==> src/rtl/fsm_turnos_param.sv <==
// Turn sequencer for an N-player board game: per-turn timeout, move accept/reject, win/draw and scores.
// Optional FSM_TURNOS_PERDEDOR_INICIA_EN: a new game opens with the player after the last winner.
module fsm_turnos_param #(
    parameter int NUM_JUG     = 2,
    parameter int TURN_CYCLES = 50000000,
    parameter int SCORE_W     = 4,
    localparam int JW         = (NUM_JUG > 2) ? $clog2(NUM_JUG) : 1,
    localparam int TW         = (TURN_CYCLES > 1) ? $clog2(TURN_CYCLES) : 1
) (
    input  logic                       clk,
    input  logic                       Reset,
    input  logic [1:0]                 modo,
    input  logic                       start,
    input  logic                       mov_valid,
    input  logic                       mov_ok,
    input  logic                       gano,
    input  logic                       lleno,
    output logic [JW-1:0]              jug,
    output logic                       escribir,
    output logic [JW:0]                ganador,
    output logic                       empate,
    output logic                       rand_req,
    output logic                       timeout,
    output logic                       mov_err,
    output logic                       reiniciar,
    output logic [NUM_JUG*SCORE_W-1:0] puntaje,
    output logic [2:0]                 estado
);

    typedef enum logic [1:0] {IDLE = 2'd0, TURNO = 2'd1, VERIFICA = 2'd2, FIN = 2'd3} state_t;

    state_t                     state, state_d;
    logic [TW-1:0]              timer, timer_d;
    logic [JW-1:0]              jug_d, jug_inicio;
    logic [JW:0]                ganador_d;
    logic                       empate_d, escribir_d, timeout_d, mov_err_d, reiniciar_d;
    logic [NUM_JUG*SCORE_W-1:0] puntaje_d;
    logic                       mov_acc, expira, abortar;

    // Wraps explicitly so non-power-of-2 player counts never reach an unused index.
    function automatic logic [JW-1:0] sig_jug(input logic [JW-1:0] j);
        return (j == JW'(NUM_JUG - 1)) ? '0 : j + 1'b1;
    endfunction

    assign mov_acc = mov_valid && mov_ok;
    assign expira  = (timer == TW'(TURN_CYCLES - 1));
    assign abortar = (state != IDLE) && (modo == 2'd0);

`ifdef FSM_TURNOS_PERDEDOR_INICIA_EN
    logic [JW:0] ultimo, ultimo_d;

    always_comb begin
        ultimo_d = ultimo;
        if (state == VERIFICA && !abortar) begin
            if (gano)
                ultimo_d = {1'b0, jug} + 1'b1;
            else if (lleno)
                ultimo_d = '0;
        end
    end

    always_ff @(posedge clk or posedge Reset) begin
        if (Reset)
            ultimo <= '0;
        else
            ultimo <= ultimo_d;
    end

    assign jug_inicio = (ultimo != '0) ? sig_jug(JW'(ultimo - 1'b1)) : '0;
`else
    assign jug_inicio = '0;
`endif

    always_ff @(posedge clk or posedge Reset) begin
        if (Reset)
            state <= IDLE;
        else
            state <= state_d;
    end

    always_comb begin
        state_d = state;
        case (state)
            IDLE:     if (start && modo != 2'd0) state_d = TURNO;
            TURNO:    if (mov_acc) state_d = VERIFICA;
            VERIFICA: state_d = (gano || lleno) ? FIN : TURNO;
            FIN:      if (start) state_d = IDLE;
            default:  state_d = IDLE;
        endcase
        if (abortar)
            state_d = IDLE;
    end

    always_comb begin
        jug_d       = jug;
        timer_d     = timer;
        ganador_d   = ganador;
        empate_d    = empate;
        puntaje_d   = puntaje;
        escribir_d  = 1'b0;
        timeout_d   = 1'b0;
        mov_err_d   = 1'b0;
        reiniciar_d = 1'b0;
        if (abortar) begin
            reiniciar_d = 1'b1;
        end else begin
            case (state)
                IDLE: begin
                    if (start && modo != 2'd0) begin
                        jug_d       = jug_inicio;
                        timer_d     = '0;
                        ganador_d   = '0;
                        empate_d    = 1'b0;
                        reiniciar_d = 1'b1;
                    end
                end
                TURNO: begin
                    timer_d = timer + 1'b1;
                    if (mov_acc) begin
                        escribir_d = 1'b1;
                    end else begin
                        mov_err_d = mov_valid;
                        if (expira) begin
                            timeout_d = 1'b1;
                            jug_d     = sig_jug(jug);
                            timer_d   = '0;
                        end
                    end
                end
                VERIFICA: begin
                    if (gano) begin
                        ganador_d = {1'b0, jug} + 1'b1;
                        for (int i = 0; i < NUM_JUG; i++) begin
                            if (i == int'(jug) && puntaje[i*SCORE_W +: SCORE_W] != '1)
                                puntaje_d[i*SCORE_W +: SCORE_W] = puntaje[i*SCORE_W +: SCORE_W] + 1'b1;
                        end
                    end else if (lleno) begin
                        empate_d = 1'b1;
                    end else begin
                        jug_d   = sig_jug(jug);
                        timer_d = '0;
                    end
                end
                FIN: begin
                    if (start)
                        reiniciar_d = 1'b1;
                end
                default: ;
            endcase
        end
    end

    always_ff @(posedge clk or posedge Reset) begin
        if (Reset) begin
            jug       <= '0;
            timer     <= '0;
            ganador   <= '0;
            empate    <= 1'b0;
            puntaje   <= '0;
            escribir  <= 1'b0;
            timeout   <= 1'b0;
            mov_err   <= 1'b0;
            reiniciar <= 1'b0;
        end else begin
            jug       <= jug_d;
            timer     <= timer_d;
            ganador   <= ganador_d;
            empate    <= empate_d;
            puntaje   <= puntaje_d;
            escribir  <= escribir_d;
            timeout   <= timeout_d;
            mov_err   <= mov_err_d;
            reiniciar <= reiniciar_d;
        end
    end

    assign rand_req = (state == TURNO) && (modo == 2'd2) && (jug == JW'(NUM_JUG - 1));
    assign estado   = {1'b0, state};

endmodule

==> config.mk <==
export PLATFORM = sky130hd
export DESIGN_NAME = fsm_turnos_param
export DESIGN_NICKNAME = d
export VERILOG_FILES = /design/src/rtl/fsm_turnos_param.sv
export SDC_FILE = /design/constraint.sdc
export NUM_CORES = 1
export LEC_CHECK = 0
export ABC_CLOCK_PERIOD_IN_PS = 6900
export BUFFER_PORTS_ARGS = -buffer_cell sky130_fd_sc_hd__buf_4
export CAP_MARGIN = 20
export CORE_UTILIZATION = 52
export DETAILED_ROUTE_END_ITERATION = 6
export GPL_TIMING_DRIVEN = 1
export PLACE_DENSITY_LB_ADDON = 0.1
export SKIP_LAST_GASP = 1
export SYNTH_ARGS = -nofsm -noshare
export SYNTH_HDL_FRONTEND = slang
export SYNTH_SLANG_ARGS = --single-unit
==> constraint.sdc <==
create_clock -name clk -period 6.9 [get_ports clk]
set_input_delay 1.38 -clock clk [delete_from_list [all_inputs] [get_ports clk]]
set_output_delay 1.38 -clock clk [all_outputs]
set_load 0.02 [all_outputs]
==> reports/metrics.csv, run 1 <==
stage,metric,value,unit
critical_path,path_max_fanout,4,
sta,skew,6.80,ps
synthesis,syn_area,2580,um^2
clock_tree,cts.path.max_buffers,2,
drt,via_count,2073,
sta,maxSlewViolCount,0,
sta,relSlewSlack,59.7,%
sta,final_hold_viol_count,0,
placed_design,port_buffers,27,
floorplan,die-area,5240,um^2
synthesis,synth_nets,285,
pwr,finalPower,0.000889,W
job,cap_violations,0,
synthesis,synth_common_cells,"dfrtp_1, nand2_1, nor2_1, nand3_1, nand4_1",
cells_and_area,nFillCells,421,
sta,rsz0062_at_grt,false,
synthesis,seq_area_frac_synth,42.7,%
cells_and_area,multi_input_area,1380,um^2
min_path,hp-class,flop to flop,
drt,viasPerCell,5.79,
critical_path,crit_family,buffers and inverters,
critical_path,crit_type,input port to output pin,
sta,layout_worst_path_cycle_share,46.9,%
critical_path,path_buf_inv,2,
floorplan,die_w,72.4,um
drt,totalWireLength,5540,um
synthesis,ys.flop_type,dfrtp_1,
critical_path,cp.required,5520,ps
floorplan,ioPinCount,29,
critical_path,crit_top_cell,buf_4,
cells_and_area,fin_area,2920,um^2
clock_tree,cts_made_buffers,5,
placed_design,pre_cts_slack,3630,ps
synthesis,synth-edff-count,0,
synthesis,synthMostInstantiatedCell,dfrtp_1,
critical_path,crit_start,modo[0],
critical_path,r2r-start,state[0],
sta,worst_pin_slew,600,ps
min_path,hp-start,puntaje[7],
floorplan,start_util,54.2,%
critical_path,crit_path_start_kind,input port,
pwr,power_density,304,nW/um^2
synthesis,yosys-top-cells-area,"dfrtp_1, ha_1, xnor2_1",
clock_tree,root_buffer,clkbuf_8,
sta,worst_slack,3660,ps
cells_and_area,area_delta_synth_final,13.5,%
sta,fin_tns_setup,0,ps
drt,first_pass_iters,4,
global_routing,antenna_found_initial,0,
cells_and_area,seq_area,1100,um^2
floorplan,die_y,72.4,um
drt,wl_per_cell,15.5,um
clock_tree,clock-sinks,44,
cells_and_area,nets,309,
synthesis,ys_ff_latch,44,
global_routing,grt_pass1_vias,1955,
drt,dr.first_iter.drc_count,88,
sta,hold_slack,521,ps
synthesis,ys_warn_count,0,
floorplan,coreArea,4750,um^2
clock_tree,cts_tree,yes,
clock_tree,htreeDepth,2,
synthesis,synthesis.area_per_instance,9.69,um^2
pwr,leakage,1.28,nW
synthesis,ys_async_sr_fraction,100,%
sta,fmax,309,MHz
clock_tree,cts_resized,0,
critical_path,crit_cells,3,
synthesis,yosys.cell_types.count,58,
status,status,finished clean,
cells_and_area,drive_gt1_share,18.2,%
clock_tree,clk_pin_slew,90,ps
clock_tree,cts_hold_buf,0,
floorplan,rows,25,
global_routing,gr-usage-all-layers,23.1,%
global_routing,grt_pass1_wl,9240,um
critical_path,max_stage_delay,220,ps
clock_tree,clk_latency,310,ps
placed_design,routabilityCongestion,0.870,
critical_path,path_cells,"buf_4, and4b_1, buf_4",
critical_path,critical_path.slowest_cell,and4b_1,
critical_path,rr_worst_depth,7,
global_routing,grt_max_degree,45,
global_routing,grt-ovfl-total,0,
cells_and_area,num_antenna_cells,0,
pwr,ir_drop,142,uV
drt,drc,0,
critical_path,cp.arrival,1860,ps
sta,fin_crit,3240,ps
sta,final-setup-viol-count,0,
critical_path,end_kind,output pin,
min_path,min_path_cells,1,
placed_design,dp_hpwl,3840,um
synthesis,yosysTopAreaCell,dfrtp_1,
clock_tree,cts_setup_buffers,0,
drt,ant_nets,0,
synthesis,synth_top_area_share,42.7,%
synthesis,synth_cells,266,
placed_design,dpl_cell_area,2810,um^2
-- cells by family (layout without fill, tap and decap cells) --
logic type / after synthesis / in the layout / synth area share (%)
compound gates: 42 / 42 / 11.6
xor+xnor: 18 / 18 / 6.12
fa+ha+maj: 10 / 10 / 4.86
buf+inv: 19 / 44 / 3.74
flops: 44 / 44 / 42.7
mux: 4 / 4 / 1.70
other cells: 1 / 1 / 0.146
simple gates: 128 / 128 / 29.1
-- path summary, 6_finish.rpt --
kind,end,slack (ps)
worst max register to register,timer[24],4290
worst min-delay path,puntaje[7],520
worst max-delay path,rand_req,3660
worst min register to register,puntaje[7],520
min in group asynchronous,puntaje[1],1200
max in group asynchronous,ganador[0],5310
-- through the flow --
stage,util (%),cells
final,61.5,358
after global routing,61.5,358
after CTS,61.5,358
after detailed placement,59.1,350
after global placement,59.1,350
after floorplan,-,266
-- power breakdown --
part	leakage [nW]	internal [W]	switching (W)
Combinational	0.625	0.000132	0.000209
Clock	0.0548	0.000109	0.0000968
Sequential	0.600	0.000297	0.0000458
Total	1.28	0.000538	0.000351
-- worst reg2reg max path, delay by kind of cell, from the launching register on --
family | cells | cell delay [ps]
simple gates | 4 | 1460
buf+inv | 1 | 120
fa+ha+maj | 1 | 270
xor+xnor | 1 | 170
flops | 1 | 460
-- sequential cells by signal (all words and copies together) (netlist names), 2 cells and up --
register  count
ganador       2
puntaje       8
state         2
timer        26
-- placed cells by master (no fill, tap or decap), types with 2 or more instances in the layout --
master | synthesis | routed
dfrtp_1 | 44 | 44
buf_4 | 2 | 29
nand2_1 | 24 | 24
nor2_1 | 24 | 24
nand4_1 | 14 | 14
nand3_1 | 14 | 14
xnor2_1 | 13 | 13
o21ai_0 | 12 | 12
nor3_1 | 10 | 10
ha_1 | 10 | 10
a21oi_1 | 9 | 9
inv_1 | 7 | 6
and2_1 | 5 | 5
xor2_1 | 5 | 5
clkbuf_8 | 0 | 5
nand2b_1 | 4 | 4
and4_1 | 4 | 4
mux2_2 | 3 | 3
or4_1 | 3 | 3
o2bb2ai_1 | 3 | 3
and3_1 | 3 | 3
or3_1 | 2 | 2
a22o_1 | 2 | 2
or2_2 | 2 | 2
o211ai_1 | 2 | 2
or3_2 | 2 | 2
o31ai_1 | 2 | 2
nor4_4 | 2 | 2
nor2_2 | 2 | 2
-- area by class of cell --
type,count,share of cell area [%]
tap,67,2.87
timing repair buffer,29,7.45
clock buffer,5,2.35
sequential,44,37.7
inverter,7,0.899
clock inverter,3,1.58
multi-input combinational,203,47.2
-- per-layer routing --
metal	GRT usage [%]	up-vias	routed length, um
met4	9.37	0	76
met2	38.4	55	2590
met1	30.2	1000	2630
li1	-	1009	-
met5	0	-	0
met3	3.33	9	239
Note: power is estimated with default switching activity, not from simulation.
==> run 2: changes to the inputs <==
--- a/config.mk
+++ b/config.mk
@@ -5,7 +5,7 @@
 export SDC_FILE = /design/constraint.sdc
 export NUM_CORES = 1
 export LEC_CHECK = 0
-export ABC_CLOCK_PERIOD_IN_PS = 6900
+export ABC_CLOCK_PERIOD_IN_PS = 3090
 export BUFFER_PORTS_ARGS = -buffer_cell sky130_fd_sc_hd__buf_4
 export CAP_MARGIN = 20
 export CORE_UTILIZATION = 52
==> constraint.sdc (replaced) <==
create_clock -name clk -period 3.09 [get_ports clk]
set_input_delay 0.618 -clock clk [delete_from_list [all_inputs] [get_ports clk]]
set_output_delay 0.618 -clock clk [all_outputs]
set_load 0.02 [all_outputs]
==> reports/metrics.csv, run 2 (synthesis results as in run 1) <==
stage,metric,value,unit,change
global_routing,gr-usage-all-layers,23.2,%,was 23.1%
critical_path,cp.arrival,2650,ps,was 1860 ps
sta,worst_pin_slew,733,ps,was 600 ps
placed_design,port_buffers,27,,unchanged
placed_design,pre_cts_slack,633,ps,was 3630 ps
global_routing,grt_pass1_vias,1980,,"was 1,955"
drt,viasPerCell,5.80,,was 5.79
cells_and_area,largest_register_ff_count,26,,unchanged
global_routing,grt_max_degree,25,,was 45
min_path,hp-class,input port to async pin,,was flop to flop
global_routing,grt_pass1_wl,9340,um,was 9240 um
clock_tree,clk_latency,300,ps,was 310 ps
sta,fin_tns_setup,0,ps,unchanged
clock_tree,cts_hold_buf,0,,unchanged
critical_path,path_max_fanout,7,,was 4
sta,fin_crit,2460,ps,
clock_tree,cts_setup_buffers,0,,unchanged
pwr,ir_drop,359,uV,was 142 uV
cells_and_area,area_delta_synth_final,14.6,%,was 13.5%
floorplan,coreArea,4750,um^2,unchanged
clock_tree,cts_resized,0,,unchanged
sta,relSlewSlack,50.8,%,was 59.7%
critical_path,end_kind,flop,,was output pin
sta,maxSlewViolCount,0,,unchanged
clock_tree,clk_pin_slew,90,ps,about the same
floorplan,die_w,72.4,um,unchanged
sta,worst_slack,632,ps,was 3660 ps
cells_and_area,num_antenna_cells,0,,unchanged
clock_tree,cts.path.max_buffers,2,,unchanged
cells_and_area,final_common_cell,dfrtp_1,,unchanged
drt,via_count,2099,,"was 2,073"
floorplan,ioPinCount,29,,unchanged
drt,dr.first_iter.drc_count,98,,was 88
sta,fmax,407,MHz,
cells_and_area,nets,313,,was 309
floorplan,start_util,54.2,%,unchanged
sta,layout_worst_path_cycle_share,79.5,%,
pwr,power_density,682,nW/um^2,was 304 nW/um^2
global_routing,antenna_found_initial,0,,unchanged
drt,first_pass_iters,4,,unchanged
pwr,leakage,1.30,nW,was 1.28 nW
drt,totalWireLength,5440,um,was 5540 um
floorplan,die-area,5240,um^2,unchanged
clock_tree,clock-sinks,44,,unchanged
sta,final_hold_viol_count,0,,unchanged
cells_and_area,reg_top3,"timer (26), puntaje (8)",,unchanged
cells_and_area,mostFrequentLayoutCells,"dfrtp_1, buf_4, nand2_1, nor2_1",,unchanged
drt,drc,0,,unchanged
job,cap_violations,0,,unchanged
sta,final-setup-viol-count,0,,unchanged
floorplan,die_y,72.4,um,unchanged
clock_tree,htreeDepth,2,,unchanged
cells_and_area,utilization,62.1,%,was 61.5%
global_routing,grt-ovfl-total,0,,unchanged
placed_design,dp_hpwl,4020,um,was 3840 um
floorplan,rows,25,,unchanged
critical_path,cp.required,3280,ps,was 5520 ps
clock_tree,root_buffer,clkbuf_8,,unchanged
critical_path,r2r_setup_slack,630,ps,was 4290 ps
drt,wl_per_cell,15.0,um,was 15.5 um
sta,skew,4.56,ps,was 6.80 ps
sta,rsz0062_at_grt,false,,unchanged
cells_and_area,top_register,timer,,unchanged
clock_tree,cts_tree,yes,,unchanged
critical_path,crit_type,flop to flop,,was input port to output pin
cells_and_area,drive_gt1_share,19.3,%,was 18.2%
placed_design,routabilityCongestion,0.876,,was 0.870
clock_tree,cts_made_buffers,5,,unchanged
drt,ant_nets,0,,unchanged
critical_path,crit_path_start_kind,flop,,was input port
status,status,finished clean,,unchanged
## run 2: final timing paths
check,cells past startpoint,from,endpoint
worst max register to register,7,state[0],timer[19]
worst min register to register,1,puntaje[7],puntaje[7]
min in group clk,2,mov_ok,mov_err
worst max-delay path,7,state[0],timer[19]
max in group asynchronous,3,Reset,timer[4]
worst min-delay path,2,Reset,timer[14]
## run 2: stage by stage
stage               hold slack, ps  power (W)  instance area [um^2]  instances
finish                         346    0.00201                  2950        362
global route                   384    0.00215                  2950        362
CTS                            360    0.00204                  2950        362
detailed placement             513    0.00158                  2840        354
global placement               507    0.00156                  2840        354
floorplan                      493    0.00129                  2580        266
## run 2: area by class of cell
type	count	area, um^2
tap	67	83.8
fill	417	1800
sequential	44	1100
clock buffer	5	68.8
inverter	7	26.3
timing repair buffer	33	248
clock inverter	3	46.3
multi-input combinational	203	1380
## run 2: worst max-delay path, cell delays in order, from the launching register on
cell	delay, ps
dfrtp_1	440
inv_1	120
ha_1	260
nor2b_1	230
or4_1	750
nor4_4	340
xnor2_1	160
nor2_2	40
## run 2: layer usage
metal / up-vias / global-route usage, % / part of all wire [%]
li1: 1022 / - / -
met5: - / 0 / 0
met2: 52 / 37.1 / 46
met3: 8 / 3.75 / 4.6
met4: 0 / 11.3 / 1.7
met1: 1017 / 30.7 / 48
## run 2: where the power goes
part	total [W]	switching (W)	leakage, nW	internal (W)
Clock	0.000457	0.000214	0.0548	0.000244
Combinational	0.000793	0.000468	0.644	0.000326
Sequential	0.000763	0.0000991	0.600	0.000664
Total	0.00201	0.000781	1.30	0.00123
==> run 3: changes to the inputs <==
--- a/config.mk
+++ b/config.mk
@@ -5,7 +5,7 @@
 export SDC_FILE = /design/constraint.sdc
 export NUM_CORES = 1
 export LEC_CHECK = 0
-export ABC_CLOCK_PERIOD_IN_PS = 3090
+export ABC_CLOCK_PERIOD_IN_PS = 2420
 export BUFFER_PORTS_ARGS = -buffer_cell sky130_fd_sc_hd__buf_4
 export CAP_MARGIN = 20
 export CORE_UTILIZATION = 52
==> constraint.sdc (replaced) <==
create_clock -name clk -period 2.42 [get_ports clk]
set_input_delay 0.484 -clock clk [delete_from_list [all_inputs] [get_ports clk]]
set_output_delay 0.484 -clock clk [all_outputs]
set_load 0.02 [all_outputs]
==> reports/metrics.csv, run 3 (synthesis results as in run 1) <==
stage,metric,value,unit,change
clock_tree,cts.path.max_buffers,2,,unchanged
floorplan,coreArea,4750,um^2,unchanged
cells_and_area,largest_register_ff_count,26,,unchanged
clock_tree,cts_tree,yes,,unchanged
sta,fin_crit,2250,ps,
global_routing,grt_pass1_vias,1994,,"was 1,980"
clock_tree,clk_latency,300,ps,about the same
clock_tree,cts_made_buffers,5,,unchanged
critical_path,critical_path.slowest_cell,ha_1,,was or4_1
critical_path,cp.required,1940,ps,was 3280 ps
clock_tree,cts_setup_buffers,0,,unchanged
floorplan,start_util,54.2,%,unchanged
sta,fmax,444,MHz,
drt,totalWireLength,5540,um,was 5440 um
critical_path,path_cells,"inv_1, ha_1, and4b_1, buf_4",,"was inv_1, ha_1, nor2b_1, or4_1, nor4_4, xnor2_1, nor2_2"
min_path,hp-class,input port to async pin,,unchanged
critical_path,crit_path_start_kind,flop,,unchanged
cells_and_area,nets,319,,was 313
floorplan,die-area,5240,um^2,unchanged
floorplan,die_y,72.4,um,unchanged
cells_and_area,nFillCells,409,,was 417
cells_and_area,num_antenna_cells,0,,unchanged
sta,maxSlewViolCount,0,,unchanged
floorplan,die_w,72.4,um,unchanged
pwr,leakage,1.34,nW,was 1.30 nW
critical_path,crit_type,flop to output pin,,was flop to flop
sta,final_hold_viol_count,0,,unchanged
global_routing,antenna_found_initial,0,,unchanged
global_routing,grt_pass1_wl,9430,um,was 9340 um
drt,via_count,2099,,unchanged
sta,rsz0062_at_grt,false,,unchanged
clock_tree,cts_resized,0,,unchanged
floorplan,rows,25,,unchanged
cells_and_area,top_register,timer,,unchanged
global_routing,grt-ovfl-total,0,,unchanged
cells_and_area,final_common_cell,dfrtp_1,,unchanged
sta,skew,4.85,ps,was 4.56 ps
pwr,ir_drop,546,uV,was 359 uV
drt,drc,0,,unchanged
clock_tree,cts_hold_buf,0,,unchanged
drt,ant_nets,0,,unchanged
floorplan,ioPinCount,29,,unchanged
clock_tree,htreeDepth,2,,unchanged
sta,fin_tns_setup,0,ps,unchanged
sta,relSlewSlack,61.5,%,was 50.8%
critical_path,end_kind,output pin,,was flop
pwr,power_density,879,nW/um^2,was 682 nW/um^2
sta,worst_pin_slew,577,ps,was 733 ps
cells_and_area,mostFrequentLayoutCells,"dfrtp_1, buf_4, nand2_1, nor2_1",,unchanged
global_routing,gr-usage-all-layers,23.6,%,was 23.2%
sta,layout_worst_path_cycle_share,93.1,%,
global_routing,grt_max_degree,45,,was 25
clock_tree,root_buffer,clkbuf_8,,unchanged
sta,final-setup-viol-count,0,,unchanged
clock_tree,clk_pin_slew,90,ps,about the same
drt,viasPerCell,5.70,,was 5.80
drt,wl_per_cell,15.0,um,about the same
critical_path,path_buf_inv,2,,was 1
placed_design,routabilityCongestion,0.853,,was 0.876
sta,hold_slack,317,ps,was 346 ps
status,status,finished clean,,unchanged
critical_path,max_stage_delay,480,ps,was 750 ps
cells_and_area,reg_top3,"timer (26), puntaje (8)",,unchanged
cells_and_area,area_delta_synth_final,17.0,%,was 14.6%
drt,first_pass_iters,4,,unchanged
cells_and_area,drive_gt1_share,21.3,%,was 19.3%
placed_design,dp_hpwl,3930,um,was 4020 um
job,cap_violations,0,,unchanged
critical_path,cp.arrival,1770,ps,was 2650 ps
drt,dr.first_iter.drc_count,70,,was 98
critical_path,path_max_fanout,10,,was 7
critical_path,crit_family,adder cells,,was simple AND/OR/NAND/NOR gates
placed_design,port_buffers,27,,unchanged
clock_tree,clock-sinks,44,,unchanged
-- run 3: changes by cell type in the layout (fill, tap and decap cells not counted), sizes merged --
| cell | previous run | this run |
|---|---|---|
| buf | 33 | 39 |
-- run 3: path summary, 6_finish.rpt --
path                             from         end  slack [ps]  depth (start not counted)
max                          state[1]    rand_req         170                          4
min                             Reset  puntaje[1]         320                          3
max reg2reg                  state[1]  puntaje[1]         190                          9
min reg2reg                puntaje[7]  puntaje[7]         510                          1
max in group asynchronous       Reset   timer[14]        1710                          3
min in group clk               mov_ok     mov_err         330                          2
-- run 3: per-layer routing --
metal  GRT usage, %  share of wire [%]  vias up  routed length (um)
met3           5.28                3.7        8                 203
met4           8.50                1.6        0                  89
met1           31.7                 48     1013                2650
li1               -                  -     1034                   -
met2           37.4                 47       44                2590
met5              0                  0        -                   0
-- run 3: layout make-up --
type | count | area (um^2) | share of cell area (%)
multi-input cells | 203 | 1380 | 45.9
inverters | 7 | 26.3 | 0.872
flip-flops and latches | 44 | 1100 | 36.5
well taps | 67 | 83.8 | 2.78
clock inverters | 3 | 46.3 | 1.54
repair buffers | 39 | 305 | 10.1
clock buffers | 5 | 68.8 | 2.28
-- run 3: power by group --
group          internal [W]  leakage (nW)  switching (W)
registers          0.000848         0.600       0.000118
clock network      0.000311        0.0548       0.000267
logic              0.000473         0.682       0.000632
-- run 3: through the flow --
stage	area (um^2)	util [%]	worst slack, ps	instances	total power [W]
6_report	3010	63.4	167	368	0.00265
5_1_grt	3010	63.4	1.08	368	0.00282
4_1_cts	3010	63.3	109	368	0.00267
3_5_place_dp	2900	60.9	115	360	0.00209
3_3_place_gp	2900	60.9	195	360	0.00207
2_1_floorplan	2580	-	9.48	266	0.00165
-- run 3: tightest hold or removal path: cells and delay by family --
kind,cells,cell delay [ps]
buffers and inverters,3,600
